**config.mk**
```make
export PLATFORM = sky130hd
export DESIGN_NAME = instruction_fetch_unit_flat
export DESIGN_NICKNAME = d
export VERILOG_FILES = /design/src/rtl/instruction_fetch_unit_if.sv /design/src/rtl/instruction_fetch_unit.sv /design/src/flat_wrapper.sv
export SDC_FILE = /design/constraint.sdc
export NUM_CORES = 1
export LEC_CHECK = 0
export ABC_AREA = 1
export BUFFER_PORTS_ARGS = -buffer_cell sky130_fd_sc_hd__buf_2
export CAP_MARGIN = 5
export CORE_UTILIZATION = 51
export CTS_BUF_LIST = sky130_fd_sc_hd__clkbuf_8
export DETAILED_ROUTE_END_ITERATION = 10
export PLACE_DENSITY = 0.74
export SLEW_MARGIN = 20
export SYNTH_ARGS = -nofsm -noshare
export SYNTH_HDL_FRONTEND = slang
export SYNTH_SLANG_ARGS = --single-unit
```
**constraint.sdc**
```tcl
create_clock -name in_clk -period 11.8 [get_ports in_clk]
set_clock_uncertainty 0.05 [all_clocks]
set_input_delay 2.36 -clock in_clk [delete_from_list [all_inputs] [get_ports in_clk]]
set_output_delay 2.36 -clock in_clk [all_outputs]
set_load 0.01 [all_outputs]
```
**src/rtl/instruction_fetch_unit_if.sv**
```systemverilog
// Fetch unit bus bundle: instruction-memory request/ack, in-order instruction
// stream towards the decoder, and the redirect strobe from branch/jump logic.
//   master : the fetch unit (drives ot_*, samples in_*)
//   slave  : memory / consumer / branch logic side
interface instruction_fetch_unit_if #(
    parameter int unsigned ADDR_WIDTH = 16
);
    logic                  ot_mem_req;
    logic [ADDR_WIDTH-1:0] ot_mem_addr;
    logic                  in_mem_ack;
    logic [15:0]           in_mem_data;
    logic                  ot_valid;
    logic                  in_ready;
    logic [15:0]           ot_instruction;
    logic [ADDR_WIDTH-1:0] ot_pc;
    logic                  in_redirect;
    logic [ADDR_WIDTH-1:0] in_redirect_target;

    modport master (
        output ot_mem_req, ot_mem_addr, ot_valid, ot_instruction, ot_pc,
        input  in_mem_ack, in_mem_data, in_ready, in_redirect, in_redirect_target
    );

    modport slave (
        input  ot_mem_req, ot_mem_addr, ot_valid, ot_instruction, ot_pc,
        output in_mem_ack, in_mem_data, in_ready, in_redirect, in_redirect_target
    );
endinterface

```
**src/rtl/instruction_fetch_unit.sv**
```systemverilog
// Instruction fetch unit: owns the fetch PC, issues one outstanding word request
// at a time, buffers up to two returned instructions with their PCs and presents
// them in order. A redirect flushes the buffer; a response already in flight is
// drained and discarded before fetching resumes at the target.
// Ports:
//   in_clk, in_rst : clock (rising edge), asynchronous active-high reset
//   bus (master)   : memory request/ack, valid/ready instruction stream, redirect
module instruction_fetch_unit #(
    parameter int unsigned           ADDR_WIDTH = 16,
    parameter logic [ADDR_WIDTH-1:0] RESET_PC   = '0
) (
    input logic                        in_clk,
    input logic                        in_rst,
    instruction_fetch_unit_if.master   bus
);

    localparam logic [0:0] FETCH = 1'b0;
    localparam logic [0:0] DRAIN = 1'b1;

    localparam logic [ADDR_WIDTH-1:0] PC_ONE = {{(ADDR_WIDTH-1){1'b0}}, 1'b1};

    logic [0:0]            state_q, state_d;
    logic [ADDR_WIDTH-1:0] fetch_pc_q, fetch_pc_d;
    logic [ADDR_WIDTH-1:0] pending_pc_q, pending_pc_d;
    logic [1:0]            count_q, count_d;
    logic                  head_q, head_d;
    logic [15:0]           fifo_ins_q [2];
    logic [ADDR_WIDTH-1:0] fifo_pc_q  [2];

    logic mem_req;
    logic push;
    logic pop;
    logic tail;
    logic not_empty;

    assign not_empty = (count_q != 2'd0);
    assign mem_req   = !in_rst && ((state_q == DRAIN) || (count_q != 2'd2));
    assign push      = mem_req && bus.in_mem_ack && (state_q == FETCH) && !bus.in_redirect;
    assign pop       = not_empty && bus.in_ready && !bus.in_redirect;
    // Push only happens with count < 2, so the tail is head offset by count[0].
    assign tail      = head_q ^ count_q[0];

    always_comb begin
        state_d      = state_q;
        fetch_pc_d   = fetch_pc_q;
        pending_pc_d = pending_pc_q;
        count_d      = count_q;
        head_d       = head_q;
        if (bus.in_redirect) begin
            count_d = 2'd0;
            if (mem_req && !bus.in_mem_ack) begin
                // Response still owed at the old address: keep it stable, drain it.
                state_d      = DRAIN;
                pending_pc_d = bus.in_redirect_target;
            end else begin
                state_d    = FETCH;
                fetch_pc_d = bus.in_redirect_target;
            end
        end else if (state_q == DRAIN) begin
            if (bus.in_mem_ack) begin
                state_d    = FETCH;
                fetch_pc_d = pending_pc_q;
            end
        end else begin
            if (push) begin
                fetch_pc_d = fetch_pc_q + PC_ONE;
            end
            if (pop) begin
                head_d = ~head_q;
            end
            unique case ({push, pop})
                2'b10:   count_d = count_q + 2'd1;
                2'b01:   count_d = count_q - 2'd1;
                default: count_d = count_q;
            endcase
        end
    end

    always_ff @(posedge in_clk or posedge in_rst) begin
        if (in_rst) begin
            state_q      <= FETCH;
            fetch_pc_q   <= RESET_PC;
            pending_pc_q <= RESET_PC;
            count_q      <= 2'd0;
            head_q       <= 1'b0;
            fifo_ins_q   <= '{default: '0};
            fifo_pc_q    <= '{default: '0};
        end else begin
            state_q      <= state_d;
            fetch_pc_q   <= fetch_pc_d;
            pending_pc_q <= pending_pc_d;
            count_q      <= count_d;
            head_q       <= head_d;
            if (push) begin
                fifo_ins_q[tail] <= bus.in_mem_data;
                fifo_pc_q[tail]  <= fetch_pc_q;
            end
        end
    end

    assign bus.ot_mem_req     = mem_req;
    assign bus.ot_mem_addr    = fetch_pc_q;
    assign bus.ot_valid       = not_empty;
    assign bus.ot_instruction = not_empty ? fifo_ins_q[head_q] : 16'h0000;
    assign bus.ot_pc          = not_empty ? fifo_pc_q[head_q] : '0;

endmodule
```
**src/flat_wrapper.sv**
```systemverilog
// flat-port wrapper written by rule: the top's interface ports become plain ports
module instruction_fetch_unit_flat 
#(
    parameter int unsigned           ADDR_WIDTH = 16,
    parameter logic [ADDR_WIDTH-1:0] RESET_PC   = '0
)
  (in_clk, in_rst, bus_ot_mem_req, bus_ot_mem_addr, bus_ot_valid, bus_ot_instruction, bus_ot_pc, bus_in_mem_ack, bus_in_mem_data, bus_in_ready, bus_in_redirect, bus_in_redirect_target);
  instruction_fetch_unit_if #(.ADDR_WIDTH(ADDR_WIDTH)) bus_i ();
  input logic in_clk;
  input logic in_rst;
  output wire logic [$bits(bus_i.ot_mem_req)-1:0] bus_ot_mem_req;
  output wire logic [$bits(bus_i.ot_mem_addr)-1:0] bus_ot_mem_addr;
  output wire logic [$bits(bus_i.ot_valid)-1:0] bus_ot_valid;
  output wire logic [$bits(bus_i.ot_instruction)-1:0] bus_ot_instruction;
  output wire logic [$bits(bus_i.ot_pc)-1:0] bus_ot_pc;
  input wire logic [$bits(bus_i.in_mem_ack)-1:0] bus_in_mem_ack;
  input wire logic [$bits(bus_i.in_mem_data)-1:0] bus_in_mem_data;
  input wire logic [$bits(bus_i.in_ready)-1:0] bus_in_ready;
  input wire logic [$bits(bus_i.in_redirect)-1:0] bus_in_redirect;
  input wire logic [$bits(bus_i.in_redirect_target)-1:0] bus_in_redirect_target;
  assign bus_ot_mem_req = bus_i.ot_mem_req;
  assign bus_ot_mem_addr = bus_i.ot_mem_addr;
  assign bus_ot_valid = bus_i.ot_valid;
  assign bus_ot_instruction = bus_i.ot_instruction;
  assign bus_ot_pc = bus_i.ot_pc;
  assign bus_i.in_mem_ack = bus_in_mem_ack;
  assign bus_i.in_mem_data = bus_in_mem_data;
  assign bus_i.in_ready = bus_in_ready;
  assign bus_i.in_redirect = bus_in_redirect;
  assign bus_i.in_redirect_target = bus_in_redirect_target;
  instruction_fetch_unit #(.ADDR_WIDTH(ADDR_WIDTH), .RESET_PC(RESET_PC)) u_core (.in_clk(in_clk), .in_rst(in_rst), .bus(bus_i));
endmodule
```
-- After elaboration in Yosys (flattened, before gate mapping)
Index checks and enable logic that the tools add are counted.
- add/subtract/negate cells: 3
- $lt $le $gt $ge: 3
- equality and inequality tests: 6
- muxes and demuxes: 24
- bitwise gates (word level): 6
- reduce and logical (&&, ||, !) cells: 19
- operators by type and width (operator ; number):
    two-way mux 16 bit ; 14
    bitwise mux 32 bit ; 2
    adder 16 x 1 -> 16 bit, second input constant ; 1
    demux 16 bit (select 1 bit) ; 1
    logical AND 1 bit ; 8
    inequality test 2 bit, second input constant ; 3
    AND reduction 3 bit ; 2
    nonzero test 3 bit ; 2
    greater-or-equal comparator 2 bit, second input constant ; 2
    two-way mux 1 bit ; 4
    two-way mux 2 bit ; 2
    inverter 1 -> 2 bit ; 2
    one-hot mux 2 bit (2 select lines) ; 1
    AND reduction 2 bit ; 2
    logical NOT 1 bit ; 3
    inequality test 3 bit, second input constant ; 1
    inverter 1 bit ; 3
    adder 2 x 1 -> 2 bit, second input constant ; 1
    == test 2 x 1 -> 1 bit, second input constant ; 1
    == test 2 bit, second input constant ; 1
    < comparator 2 x 1 -> 1 bit, second input constant ; 1
    nonzero test 2 bit ; 1
    subtractor 2 x 1 -> 2 bit, second input constant ; 1
    logical OR 1 bit ; 1
    bitwise XOR 1 bit ; 1
- flip-flop bits (word level): 100
- bits of input ports: 37
- logic and storage cells: 70

-- Longest topological paths before layout
Gate-level depths: netlist (run 1).
- depth in word-level cells: 10
- gate-level depth with buffers: 11
- mapped depth without buffers: 9

-- Least setup slack after synthesis (run 1)
Ideal clock, no wire load.
- kind: input port to output port
- from: in in_rst
- to: out bus_ot_mem_req
- arrival time: 4856 ps
- data required time: 9390 ps
- path slack: 4534 ps
- cell stages on the path: 3
- path buffers: 0
- path through: inv_1 > nand2_1 > inv_2
- cells in the longest elaborated chain, start to end: 2
- ends and longest elaborated chain (item ; line ; text):
    start, declared ; flat_wrapper.sv:10 ; input logic in_rst;
    logical NOT 1 bit ; instruction_fetch_unit.sv:37 ; assign mem_req = !in_rst && ((state_q == DRAIN) || (count_q != 2'd2));
    logical AND 1 bit ; instruction_fetch_unit.sv:37 ;
    end, declared ; flat_wrapper.sv:11 ; output wire logic [$bits(bus_i.ot_mem_req)-1:0] bus_ot_mem_req;
No other way between the ends.

-- Final worst setup path (run 1)
Ends and elaborated chain as after synthesis.

==> summary.txt, run 1 <==
Hold path
  – Hold crit path type: flip-flop to flip-flop
  – Min-Delay Endpoint: u_core.pending_pc_q[3]
  – Hold_sp: u_core.pending_pc_q[3]
  – Hold Path Depth: 2

Timing
  – Fin crit share: 0.465
  – Fin. Hold Viols: 0
  – Final TNS setup: 0 ns
  – RSZ-0062 raised after global routing: no
  – Setup Viol. Count Final: 0
  – Max_slew headroom: 0.287
  – Fmax: 182 MHz
  – Least-Margin Pin Slew: about 1.1 ns
  – Slew Viols, Final: 0
  – Final Critical Period: between 5 and 6 ns

Synthesis
  – Syn_area_per_cell: 7.71 um2
  – Seq/Total Area, Yosys: 0.501
  – Most numerous cell in the Yosys netlist: nand2_1
  – Leading area contributor after synthesis: dfrtp_1
  – Async SR Flop Fraction: 1.00
  – Mapped Cells: about 650
  – Flops & latches, synth: 100
  – Commonest cells post-synth: nand2_1 (236), dfrtp_1 (100), o21ai_1 (69)
  – Post-synth EDFFs: 0
  – Post-synthesis instance area: about 5000 um2
  – Yosys top cell area share: 0.501
  – Primary FF master, synth: dfrtp_1
  – Yosys cell types: 29
  – Yosys warnings: 0
  – Synth Net Count: 686
  – Top cells by area, synth: dfrtp_1 (50%), nand2_1 (18%), o21ai_1 (6.9%)

Clocking
  – Hold buffers post-CTS: 0
  – Post-cts sizing count: 0
  – CTS tree: built
  – Reg clk slew, reported paths: approximately 0.10 ns
  – # H-tree levels: 3
  – CTS buffer count: 9
  – Clock Sinks: 100
  – Setup repair bufs after CTS: 0
  – Clock Latency Late Sink: 0.37 ns
  – Clk root buf: clkbuf_8
  – Clock Path Buffers: 2

Die
  – Die Wd: slightly above 100 um
  – Initial Util: 0.533
  – # rows: 35
  – Die height: approximately 100 um
  – Die Area: 10200 um2
  – # IOs: 87
  – Core Area: between 9000 and 10000 um2

Routing
  – Detailed router's first-iteration violation count: approximately 310
  – DRT Pass-1 Iters: 5
  – Via density: 5.15
  – Final WL: ~11000 um
  – Vias: 4371
  – Final ANT Viol Nets: 0
  – Avg WL per Cell: about 13 um
  – Post-route DRC: 0

Power and ir drop
  – Max IR drop VDD: 0.105 mV
  – Seq pwr share: 0.439
  – Sw Share: 0.401
  – Switch Pwr: ~0.52 mW
  – Combinational power share: 0.368
  – PwrDens: between 200 and 250 nW/um2
  – Pleak: roughly 2.9 nW
  – P_int: just under 0.8 mW
  – Clock power share: 0.193
  – Overall power: about 1.3 mW

GRT
  – Gr usage total: 0.236
  – Largest net degree at the start of global routing: 75
  – Global-route wire length before repair: around 19000 um
  – Initial antenna violation count: 0
  – Remaining Overflow, GRT: 0
  – Number of global-route vias before repair: just under 4000

Critical path
  – Crit Path Max Fanout: 30
  – Critical path arrival: about 3.1 ns
  – Cell count of the worst reg-to-reg path: 7
  – Worst setup EP type: output port
  – Critical-path cell list: buf_2 > inv_4 > nand2_1 > inv_2 > buf_2
  – Crit path kind: input pin to output port
  – Critical Path Source Type: input pin
  – R2R setup slack: between 9 and 10 ns
  – R2R Path Start: u_core.count_q[0]
  – Worst path slowest cell: inv_4
  – Req. time, crit path: ~9.4 ns
  – CP peak stage delay: 0.29 ns
  – CP dominant cell by count: buf_2
  – FF-to-FF End: u_core.bus.ot_mem_addr[4]

Place
  – Number of instances in the placed design: roughly 830
  – Hpwl dp: 7390 um
  – IO Port Bufs: between 80 and 90
  – Gpl congestion: just under 0.9

Job
  – Max Cap Viol: 0

Final layout
  – FILL cells: slightly below 900
  – Nets: 753
  – Antenna cells: 0
  – Final cell count without fillers: about 850
  – Layout cells sized above 1: 0.169
  – Post-synthesis to final-layout area growth: 12.7%

Status
  – Status: completed
==> state kept, by name, summed over array words and instances (netlist names) <==
| signal | cells |
|---|---|
| u_core.bus.ot_mem_addr | 16 |
| u_core.state_q | 1 |
| u_core.pending_pc_q | 16 |
| u_core.fifo_ins_q | 32 |
| u_core.fifo_pc_q | 32 |
| u_core.head_q | 1 |
| u_core.count_q | 2 |
==> cell families after synthesis <==
logic type / Yosys count / synth area share
mux: 2 / 0.00526
simple gates: 294 / 0.241
compound gates: 146 / 0.147
flops: 100 / 0.501
fa+ha+maj: 1 / 0.00250
buf+inv: 100 / 0.0929
xor+xnor: 5 / 0.0103
==> per-layer routing <==
metal,GRT usage,wire length (um)
met1,0.330,5430
met4,0.0747,98
met5,0,0
met2,0.374,5360
met3,0.0458,562
==> final cells by class <==
type	instances	area, um2	area share
clock buffers	10	138	0.0244
clock inverters	6	93.8	0.0167
inverters	67	254	0.0451
multi-input cells	448	2030	0.361
flip-flops and latches	100	2500	0.444
well taps	129	161	0.0286
repair buffers	89	453	0.0804
==> cells in the final DEF, fill, tap and decap left out, types with 2 or more instances in the layout <==
cell type | Yosys | routed
nand2_1 | 236 | 236
dfrtp_1 | 100 | 100
buf_2 | 11 | 86
o21ai_1 | 69 | 69
inv_1 | 63 | 62
a21oi_1 | 38 | 38
o21ai_0 | 37 | 37
nor2_1 | 22 | 22
nand3_1 | 18 | 18
clkbuf_8 | 0 | 10
nand4_1 | 7 | 7
inv_2 | 4 | 4
xor2_1 | 4 | 4
nand2_4 | 3 | 3
buf_4 | 2 | 3
nand3_2 | 2 | 2
nor2_2 | 2 | 2
inv_6 | 0 | 2
bufinv_16 | 0 | 2
==> worst max-delay path by stage <==
stage	cells after the start	end	slack (ns)	startpoint
after CTS	5	bus_ot_mem_req	6.28	in_rst
final	5	bus_ot_mem_req	6.31	in_rst
after floorplan	3	bus_ot_mem_req	4.53	in_rst
after global placement	5	bus_ot_mem_req	6.29	in_rst
after global routing	5	bus_ot_mem_req	6.21	in_rst
after detailed placement	5	bus_ot_mem_req	6.28	in_rst
==> power groups by stage <==
stage                     registers (mW)  clock network, mW  logic [mW]
final                              0.573              0.252       0.479
after CTS                          0.571              0.258       0.483
after global placement             0.569                  0       0.467
after global routing               0.589              0.271       0.548
after detailed placement           0.577                  0       0.481
after floorplan                    0.558                  0       0.349
==> worst max-delay path, delay by kind of cell <==
family                 cells  cell delay (ns)
and+or+nand+nor            1             0.12
buffers and inverters      4             0.58
==> per-stage QoR <==
step           setup slack [ns]   util  hold WS, ns  instance area (um2)
6_report                   6.31  0.601        0.446                 5630
5_1_grt                    6.21  0.601        0.465                 5630
4_1_cts                    6.28  0.601        0.448                 5630
3_5_place_dp               6.28  0.577        0.425                 5400
3_3_place_gp               6.29  0.577        0.417                 5400
2_1_floorplan              4.53      -        0.403                 5000
No activity file was read; power rests on OpenSTA's default activity.
==> run 2, diff against run 1 <==
clock period = 5.3 ns   (was 11.8 ns; I/O delays follow)
==> run 2 against run 1 <==
Effect of this change:
- power rose by 110%
- worst hold slack worse by 0.0014 ns
- sequential share of layout area is 0.19 points higher
- first-iteration DRC count down 16%
- setup slack got worse by 4.1 ns
- via count about the same
- core utilization fell by 0.25 points
- largest cell class unchanged
- critical endpoint is now bus_ot_pc[5]
- critical path depth down 1
==> summary.txt, run 2 (synthesis gave the netlist of run 1 again) <==
Final layout
  – Nets: 754 (+0.13%)
  – Most frequent cells in the layout: nand2_1 (236), dfrtp_1 (100), buf_2 (86)
  – Largest registers: u_core.fifo_ins_q x32, u_core.fifo_pc_q x32
  – Post-synthesis to final-layout area growth: 12.2%
  – Layout cells sized above 1: 0.169 (-0.000235)
  – Final cell count without fillers: 851 (+0.24%)
  – Commonest non-fill, non-tap cell in the layout: nand2_1

GRT
  – Largest net degree at the start of global routing: 84 (+12%)
  – M3 GR Usage: 0.0492 (+0.00347)
  – Initial antenna violation count: 0 (unchanged)
  – Busiest grt layer: met2
  – Number of global-route vias before repair: 3945 (-0.80%)
  – Gr usage total: 0.234 (-0.00285)
  – Met2 usage: 0.377 (+0.00369)
  – Remaining Overflow, GRT: 0 (unchanged)
  – Grt met1 use: 0.315 (-0.0150)
  – Global-route wire length before repair: 18500 um (-1.5%)

Routing
  – Final WL: 11300 um (-0.85%)
  – Post-route DRC: 0 (unchanged)
  – Final ANT Viol Nets: 0 (unchanged)
  – DRT Pass-1 Iters: 5 (unchanged)
  – Via density: 5.14 (-0.19%)
  – Avg WL per Cell: 13.3 um (-1.1%)
  – Vias: 4373 (+0.046%)
  – Detailed router's first-iteration violation count: 260 (-16%)

Die
  – # IOs: 87 (unchanged)
  – Core Area: 9370 um2 (unchanged)
  – Die Area: 10200 um2 (unchanged)
  – Die Wd: 101 um (unchanged)
  – Die height: 101 um (unchanged)
  – Initial Util: 0.533 (unchanged)
  – # rows: 35 (unchanged)

Power and ir drop
  – PwrDens: 497 nW/um2 (+110%)
  – Seq pwr share: 0.459 (+0.020)
  – Switch Pwr: 1.15 mW (+120%)
  – P_int: 1.63 mW (+110%)
  – Combinational power share: 0.381 (+0.013)
  – Max IR drop VDD: 0.247 mV (+140%)
  – Sw Share: 0.414 (+0.0132)
  – Overall power: 2.79 mW (+110%)
  – Pleak: 2.93 nW (-0.28%)
  – Clock power share: 0.160 (-0.033)

Critical path
  – Crit Path Max Fanout: 32 (+6.7%)
  – CP peak stage delay: 0.77 ns (+0.48 ns)
  – Delay-heaviest family, CP: buffers and inverters
  – Cell count of the worst reg-to-reg path: 7 (unchanged)
  – Worst path slowest cell: inv_1
  – Crit path kind: flip-flop to output port
  – Worst setup EP type: output port
  – Worst path bufs/invs: 2 (-2)
  – Critical path arrival: 2.02 ns (-1.06 ns)
  – Critical-path cell list: inv_1 > nand2_1 > a21oi_1 > buf_2
  – R2R Path Start: u_core.count_q[0]
  – Critical Path Source Type: flip-flop
  – FF-to-FF End: u_core.bus.ot_mem_addr[4]
  – R2R setup slack: 3.22 ns (-6.44 ns)
  – Req. time, crit path: 4.19 ns (-5.20 ns)

Timing
  – Final Critical Period: 3.13 ns
  – Max_slew headroom: 0.287 (about the same)
  – Fin crit share: 0.591
  – Final TNS setup: 0 ns (unchanged)
  – Fin. Hold Viols: 0 (unchanged)
  – RSZ-0062 raised after global routing: no
  – Fmax: 319 MHz
  – Setup Viol. Count Final: 0 (unchanged)
  – Slew Viols, Final: 0 (unchanged)
  – Least-Margin Pin Slew: 1.07 ns (-0.000142 ns)

Clocking
  – Reg clk slew, reported paths: 0.10 ns (about the same)
  – CTS buffer count: 9 (unchanged)
  – Clock Latency Late Sink: 0.37 ns (about the same)
  – CTS tree: built
  – Post-cts sizing count: 0 (unchanged)
  – Clk root buf: clkbuf_8
  – Clock Path Buffers: 2 (unchanged)
  – Hold buffers post-CTS: 0 (unchanged)
  – Setup repair bufs after CTS: 0 (unchanged)
  – Clock Sinks: 100 (unchanged)
  – # H-tree levels: 3 (unchanged)

Place
  – Gpl congestion: 0.859 (-3.0%)
  – IO Port Bufs: 86 (unchanged)
  – Number of instances in the placed design: 833 (unchanged)
  – Hpwl dp: 7610 um (+3.1%)

Hold path
  – Hold_sp: u_core.pending_pc_q[8]
  – Min-Delay Endpoint: u_core.pending_pc_q[8]
  – Hold Path Depth: 2 (unchanged)
  – Hold crit path type: flip-flop to flip-flop

Job
  – Max Cap Viol: 0 (unchanged)

Status
  – Status: completed
[run 2: cell types whose count changed in the layout (fill, tap and decap cells not counted), sizes merged]
cell / delta
clkinv: +3
bufinv: -2
buf: +1
clkbuf: -1
diode: +1
[run 2: final cells by class]
cell class	instances	area, um2
Antenna cell	1	2.50
Clock buffer	9	124
Clock inverter	7	53.8
Fill cell	868	3760
Inverter	67	254
Multi-Input combinational cell	448	2030
Sequential cell	100	2500
Tap cell	129	161
Timing Repair Buffer	90	480
[run 2: worst max path at each step]
stage | startpoint | endpoint | slack (ns) | cells past startpoint
finish | u_core.head_q | bus_ot_pc[5] | 2.17 | 4
global route | u_core.head_q | bus_ot_instruction[8] | 2.01 | 4
CTS | u_core.head_q | bus_ot_pc[3] | 2.16 | 4
global placement | bus_in_redirect | u_core.bus.ot_mem_addr[4] | 2.48 | 8
detailed placement | bus_in_redirect | u_core.bus.ot_mem_addr[4] | 2.42 | 8
floorplan | in_rst | bus_ot_mem_req | 0.63 | 3
[run 2: power by group through the flow]
stage / clock (mW) / combinational, mW / sequential [mW]
6_report: 0.445 / 1.06 / 1.28
5_1_grt: 0.487 / 1.22 / 1.31
4_1_cts: 0.458 / 1.07 / 1.27
3_5_place_dp: 0 / 1.07 / 1.29
3_3_place_gp: 0 / 1.04 / 1.27
2_1_floorplan: 0 / 0.776 / 1.24
[run 2: tightest hold or removal path, delay by kind of cell, from the launching register on]
kind | cells | cell delay, ns
and+or+nand+nor | 1 | 0.05
DFF | 1 | 0.36
AOI/OAI and AO/OA | 1 | 0.06
[run 2: per-stage QoR]
stage / hold WS [ns] / area, um2 / util / worst slack [ns]
after floorplan: 0.403 / 5000 / - / 0.634
after global placement: 0.416 / 5400 / 0.577 / 2.48
after detailed placement: 0.424 / 5400 / 0.577 / 2.42
after CTS: 0.447 / 5580 / 0.595 / 2.16
after global routing: 0.461 / 5610 / 0.598 / 2.01
final: 0.445 / 5610 / 0.599 / 2.17
[run 2: per-layer routing]
metal	part of all wire	vias up
met1	0.46	2019
li1	-	2198
met4	0.013	0
met2	0.46	140
met3	0.062	16
met5	0	-
